<file path="src/rtl/flipflop_jk_arbiter.sv">
// Round-robin arbiter that shares one JK flop between two requesters,
// drives J/K for cnt+1 edges and returns the checked final flop value.
module flipflop_jk_arbiter #(
  parameter int unsigned CNT_W = 4
) (
  input  logic             i_clk,
  input  logic             i_rst_n,
  input  logic             i_req0_valid,
  input  logic [1:0]       i_req0_cmd,
  input  logic [CNT_W-1:0] i_req0_cnt,
  output logic             o_req0_ready,
  input  logic             i_req1_valid,
  input  logic [1:0]       i_req1_cmd,
  input  logic [CNT_W-1:0] i_req1_cnt,
  output logic             o_req1_ready,
  output logic             o_j,
  output logic             o_k,
  input  logic             i_q,
  output logic             o_resp_valid,
  output logic             o_resp_id,
  output logic             o_resp_q,
  output logic             o_resp_err,
  output logic             o_busy
);

  localparam logic [1:0] ST_IDLE  = 2'd0;
  localparam logic [1:0] ST_APPLY = 2'd1;
  localparam logic [1:0] ST_RESP  = 2'd2;

  localparam logic [CNT_W-1:0] CNT_ONE = CNT_W'(1);

  logic [1:0]       state;
  logic             rr;
  logic [CNT_W-1:0] cnt_r;
  logic             id_r;
  logic             q0;
  logic [1:0]       cmd_r;
  logic             flip_r;

  logic             gnt0;
  logic             gnt1;
  logic             handshake;
  logic [1:0]       cmd_sel;
  logic [CNT_W-1:0] cnt_sel;
  logic             exp_q;

  always_comb begin
    gnt0 = 1'b0;
    gnt1 = 1'b0;
    if (i_rst_n && state == ST_IDLE) begin
      if (i_req0_valid && (!i_req1_valid || !rr)) begin
        gnt0 = 1'b1;
      end else if (i_req1_valid) begin
        gnt1 = 1'b1;
      end
    end
  end

  assign o_req0_ready = gnt0;
  assign o_req1_ready = gnt1;
  assign handshake    = gnt0 | gnt1;
  assign cmd_sel      = gnt1 ? i_req1_cmd : i_req0_cmd;
  assign cnt_sel      = gnt1 ? i_req1_cnt : i_req0_cnt;
  assign o_busy       = (state != ST_IDLE);

  // cnt+1 toggles flip q exactly when cnt is even, so only ~cnt[0] is kept
  always_comb begin
    exp_q = q0;
    case (cmd_r)
      2'b00:   exp_q = q0;
      2'b01:   exp_q = 1'b0;
      2'b10:   exp_q = 1'b1;
      default: exp_q = q0 ^ flip_r;
    endcase
  end

  always_ff @(posedge i_clk or negedge i_rst_n) begin
    if (!i_rst_n) begin
      state        <= ST_IDLE;
      rr           <= 1'b0;
      cnt_r        <= '0;
      id_r         <= 1'b0;
      q0           <= 1'b0;
      cmd_r        <= 2'b00;
      flip_r       <= 1'b0;
      o_j          <= 1'b0;
      o_k          <= 1'b0;
      o_resp_valid <= 1'b0;
      o_resp_id    <= 1'b0;
      o_resp_q     <= 1'b0;
      o_resp_err   <= 1'b0;
    end else begin
      o_resp_valid <= 1'b0;
      case (state)
        ST_IDLE: begin
          if (handshake) begin
            o_j    <= cmd_sel[1];
            o_k    <= cmd_sel[0];
            cmd_r  <= cmd_sel;
            cnt_r  <= cnt_sel;
            flip_r <= ~cnt_sel[0];
            id_r   <= gnt1;
            q0     <= i_q;
            rr     <= ~gnt1;
            state  <= ST_APPLY;
          end
        end
        ST_APPLY: begin
          if (cnt_r == '0) begin
            o_j   <= 1'b0;
            o_k   <= 1'b0;
            state <= ST_RESP;
          end else begin
            cnt_r <= cnt_r - CNT_ONE;
          end
        end
        ST_RESP: begin
          o_resp_valid <= 1'b1;
          o_resp_id    <= id_r;
          o_resp_q     <= i_q;
          o_resp_err   <= (i_q != exp_q);
          state        <= ST_IDLE;
        end
        default: begin
          o_j   <= 1'b0;
          o_k   <= 1'b0;
          state <= ST_IDLE;
        end
      endcase
    end
  end

endmodule
</file>
<file path="config.mk">
export PLATFORM = sky130hd
export DESIGN_NAME = flipflop_jk_arbiter
export DESIGN_NICKNAME = d
export VERILOG_FILES = /design/src/rtl/flipflop_jk_arbiter.sv
export SDC_FILE = /design/constraint.sdc
export NUM_CORES = 1
export LEC_CHECK = 0
export CAP_MARGIN = 10
export CORE_MARGIN = 3
export CORE_UTILIZATION = 49
export CTS_CLUSTER_DIAMETER = 150
export DETAILED_ROUTE_END_ITERATION = 12
export PLACE_DENSITY = 0.82
export SYNTH_ARGS = -nofsm -noshare
export SYNTH_HDL_FRONTEND = slang
export SYNTH_SLANG_ARGS = --single-unit
</file>
<file path="constraint.sdc">
create_clock -name i_clk -period 4.3 [get_ports i_clk]
set_input_delay 1.075 -clock i_clk [delete_from_list [all_inputs] [get_ports i_clk]]
set_output_delay 1.075 -clock i_clk [all_outputs]
set_load 0.05 [all_outputs]
</file>
Yosys cells after proc, flatten, opt, wreduce, memory -nomap -nowiden
Index checks and enable logic that the tools add are counted.
W data, S select, Z words.
{ "classes": {"add_sub_neg": 1, "n_eq_ne": 8, "mux": 20, "bitwise": 5, "reduce_logical": 14} }
{ "ops": {"columns": ["operator", "n"], "rows": [
  ["$mux W4", 3],
  ["$mux W1", 9],
  ["$pmux W1 S3", 3],
  ["$pmux W4 S2", 1],
  ["$mux W2", 3],
  ["$ne A2 B2 Y1 const B", 3],
  ["$reduce_and A3 Y1", 2],
  ["$eq A2 B1 Y1 const B", 2],
  ["$eq A2 B2 Y1 const B", 2],
  ["$logic_not A2 Y1", 2],
  ["$logic_not A4 Y1", 1],
  ["$pmux W2 S2", 1],
  ["$reduce_and A2 Y1", 2],
  ["$reduce_bool A2 Y1", 2],
  ["$sub A4 B1 Y4 const B", 1],
  ["$not A1 Y1", 3],
  ["$logic_and A1 B1 Y1", 2],
  ["$logic_not A1 Y1", 2],
  ["$logic_or A1 B1 Y1", 1],
  ["$ne A1 B1 Y1", 1],
  ["$or A1 B1 Y1", 1],
  ["$xor A1 B1 Y1", 1]
]} }
{ "totals": {"regBits": 18, "in_bits": 17, "out_inout_bits": 9} }

Longest topological paths before layout
{ "depth": {"word_depth": 8, "ltp_mapped": 6, "depth_no_buf": 6} }

Worst setup path before layout
OpenSTA, ideal clock, no wires.
{ "synth_timing": {"path_type": "input-to-output", "startpoint": "in i_rst_n", "endpoint": "out o_req0_ready", "t_arrival_ns": 2.209, "t_required_ns": 3.225, "setup_slack_ns": 1.016, "cell_stages": 2, "path_buffers": 0, "cell_sequence": "or3b_1 -> nor2_1"} }
{ "synth_between": {"elab_chain_len": 2} }
{ "synth_rtl": {"columns": ["item", "line", "rtl"], "rows": [
  ["start: declaration", "7", "input logic i_rst_n,"],
  ["$logic_and A1 B1 Y1", "50", "if (i_rst_n && state == ST_IDLE) begin"],
  ["$mux W1", "50", null],
  ["end: declaration", "11", "output logic o_req0_ready,"]
]} }
Every way passes these cells.

Final worst setup path
Ends and elaborated chain as after synthesis.

==> out/qor.log <==
qor: outcome.run_status complete, no violations
qor: pwr.share_comb_of_total_power 50.2%
qor: drt.dr_total_vias 779
qor: pwr.leakage 0.6016 nW
qor: global_routing.number_of_global_route_vias_before_repair 715
qor: cts.cts.repair_timing.setup_buffer_count 0
qor: synth.post_synth_instance_area 922.1 µm²
qor: timing.timing_max_transition_violations_final 0
qor: setup_path.ff2ff_setup_slack 2.54 ns
qor: cts.cts_resized 0
qor: setup_path.worstSetupEndpoint o_req0_ready
qor: die.die_w 49.38 µm
qor: die.rows 15
qor: pwr.p_sw_share 42.47%
qor: global_routing.grt_first_pass_wirelength 3029 µm
qor: pwr.netSwitchingPower 351.1 µW
qor: pwr.power.share.clock 13.0%
qor: synth.yosysWarningCount 0
qor: synth.yosysSeqAreaShare 48.85%
qor: final_layout.final_layout_size_suffix_gt1_share 13.33%
qor: setup_path.crit_fanout 8
qor: drt.post-route-drc-count 0
qor: synth.syn_nets 108
qor: cts.numCtsBuffers 3
qor: pwr.p_per_area 652.3 nW/µm²
qor: setup_path.cp_slowest_cell clkdlybuf4s50_1
qor: drt.initialDrtViolationCount 14
qor: drt.detail_route.wl_per_cell 12.81 µm
qor: global_routing.number_of_antenna_violations_at_the_first_check_in_global_routing 0
qor: cts.cts_max_path_buffers 2
qor: drt.firstDrtPassIters 5
qor: synth.synth_enable_flop_cells 0
qor: global_routing.grt_start_max_net_pins 14
qor: final_layout.flow.area_growth_from_synthesis 37.45%
qor: timing.fin_crit_sh 86.22%
qor: pwr.cell_internal_pwr 475.7 µW
qor: setup_path.timing.critical_path.arrival 2.63 ns
qor: cts.cts_hold_buffers 0
qor: place.gpl.final_weighted_congestion 0.8819
qor: setup_path.critPathMaxStageDelay 0.65 ns
qor: setup_path.cp-start-kind input port
qor: setup_path.crit_path_cell_trace clkdlybuf4s50_1 > or3b_1 > nor2_1 > buf_12
qor: setup_path.endpoint_class_of_the_critical_path output pin
qor: timing.tightest_slew 0.5064 ns
qor: die.floorplan.initialDensity 52.83%
qor: die.io_pins 26
qor: timing.clock-skew-final 0.009346 ns
qor: drt.final_antenna_net_count 0
qor: cts.htree_num_levels 1
qor: setup_path.cp_data_required_time 3.22 ns
qor: synth.async_reset_ff_share 100.0%
qor: die.core_area 1745 µm²
qor: min_path.timing.hold.worst.class reg -> reg
qor: place.port-buffer-count 25
qor: global_routing.grt_use_total 16.65%
qor: cts.cts.reportedPaths.clkPinSlew 0.10 ns
qor: drt.drt_wl_total 1858 µm
qor: timing.finalCriticalPeriod 3.708 ns
qor: synth.yosys_most_used_dff dfrtp_1
qor: timing.max_clock_freq 269.7 MHz
qor: final_layout.finalNetCount 139
qor: setup_path.critical_path.reg2reg.startpoint cnt_r[0]$_DFFE_PN0P_
qor: drt.vias_per_cell 5.372
qor: pwr.p_seq_share 36.8%
qor: timing.finalHoldViolations 0
qor: cts.cts_tree built
qor: cts.clock_tree_root clkbuf_4
qor: cts.clk-insertion-delay-late 0.30 ns
qor: global_routing.grt.overflow.total 0
qor: die.dieHeight 49.38 µm
qor: timing.fin_tns_setup 0 ns
qor: final_layout.count_of_inserted_antenna_diode_cells 0
qor: place.dp.final_hpwl 1446 µm
qor: die.die_area 2438 µm²
qor: synth.postSynthCellCount 90
qor: setup_path.crit-reg2reg-capture cnt_r[1]$_DFFE_PN0P_
qor: job.max-cap-violations 0
qor: synth.synth_register_bits 18
qor: setup_path.worst_r2r_path_depth 6
qor: timing.setup_viol_count_final 0
qor: timing.rsz0062_at_grt false
qor: timing.hold-worst-slack 0.4855 ns
qor: synth.syn_avg_cell_area 10.25 µm²
qor: setup_path.startpoint i_rst_n
qor: synth.synth_cell_types 32
qor: pwr.irDropWorstVdd 412.6 µV
qor: cts.clock-sinks 18
qor: timing.max-slew-margin-rel 66.13%
qor: setup_path.worst-setup-path-type in -> out
[cell usage after synthesis, types with 2 or more instances]
library cell  number  area [µm²]
dfrtp_1           18       450.4
nand2_1           15       56.30
nor2_1             6       22.52
mux2i_1            3       30.03
and3_1             2       12.51
o21ai_0            4       20.02
a21oi_1            6       30.03
nand2b_1           3       18.77
a31oi_1            2       12.51
o221a_2            2       22.52
a21o_1             4       30.03
or3_1              2       12.51
inv_1              4       15.01
[layout by cell type (no fill, tap or decap)]
cell type,instances
a211oi_1,1
a211o_1,1
clkbuf_4,3
nand2b_1,3
nand3_1,1
a31oi_1,2
or2b_1,1
nor2_4,1
a21boi_0,1
mux2_4,1
nand3_4,1
and2b_1,1
or2_2,1
buf_12,2
or3b_4,1
o221a_1,1
o21ai_1,1
o221a_2,2
or3_1,2
or3b_1,1
ha_1,1
nor3_1,1
nor2_1,6
dfrtp_1,18
inv_1,4
mux2i_1,3
a22oi_1,1
and3_1,2
clkdlybuf4s50_1,23
a21oi_1,6
clkbuf_8,1
o2bb2ai_2,1
buf_4,1
a21o_1,4
o21ai_0,4
nor3b_4,1
nand2_1,15
[power by group through the flow]
stage                     sequential (mW)  combinational (mW)  clock, mW
after CTS                           0.304               0.419      0.108
after floorplan                     0.364               0.229          0
after global placement              0.304               0.409          0
final                               0.305               0.415      0.107
after detailed placement            0.306               0.418          0
after global routing                0.313               0.450      0.118
[per-layer routing]
layer  wire, µm  up-vias  track usage [%]
met1        815      365            18.63
met2        903       23            28.79
met4         36        0            6.912
met3        103        5            5.505
li1           -      386                -
met5          0        -                0
[logic make-up after synthesis]
logic type                 share of synthesized area (%)
muxes                                              4.884
buffers and inverters                              1.628
adders and majority gates                          1.357
AOI/OAI and AO/OA                                  19.27
DFF                                                48.85
and+or+nand+nor                                    24.02
[area by class of cell]
cell class / count / area, µm²
inverter: 4 / 15.01
timing repair buffer: 26 / 277.8
sequential: 18 / 450.4
fill: 133 / 478.0
tap: 25 / 31.28
clock buffer: 4 / 36.28
multi-input combinational: 68 / 456.7
[critical path, delay by kind of cell]
family | cells | cell delay, ns
simple gates | 2 | 0.73
buf+inv | 2 | 0.82
[worst min path at each step]
stage,slack [ns],startpoint,endpoint,depth (start not counted)
floorplan,0.44,id_r$_DFFE_PN0P_,o_resp_id$_DFFE_PN0N_,2
global placement,0.46,o_resp_id$_DFFE_PN0N_,o_resp_id$_DFFE_PN0N_,2
detailed placement,0.46,o_resp_q$_DFFE_PN0N_,o_resp_q$_DFFE_PN0N_,2
CTS,0.49,o_resp_q$_DFFE_PN0N_,o_resp_q$_DFFE_PN0N_,2
global route,0.51,o_j$_DFFE_PN0P_,o_j$_DFFE_PN0P_,1
finish,0.49,o_resp_q$_DFFE_PN0N_,o_resp_q$_DFFE_PN0N_,2
[stage by stage]
stage               area (µm²)  cells  setup slack, ns  power (mW)  utilization, %
finish                    1267    145           0.5924      0.8268           72.62
global route              1267    145           0.4965      0.8814           72.62
CTS                       1267    145           0.5811      0.8309           72.62
detailed placement        1231    141           0.5891      0.7241           70.54
global placement          1231    141           0.6111      0.7125           70.54
floorplan                922.1     90            1.016      0.5927               -
[flip-flops by register name, summed over array words and instances, names as in the netlist]
name and count:
cmd_r 2, cnt_r 4, flip_r 1, id_r 1, o_j 1, o_k 1, o_resp_err 1, o_resp_id 1
o_resp_q 1, o_resp_valid 1, q0 1, rr 1, state 2
Power figures use the tool's default switching activity.
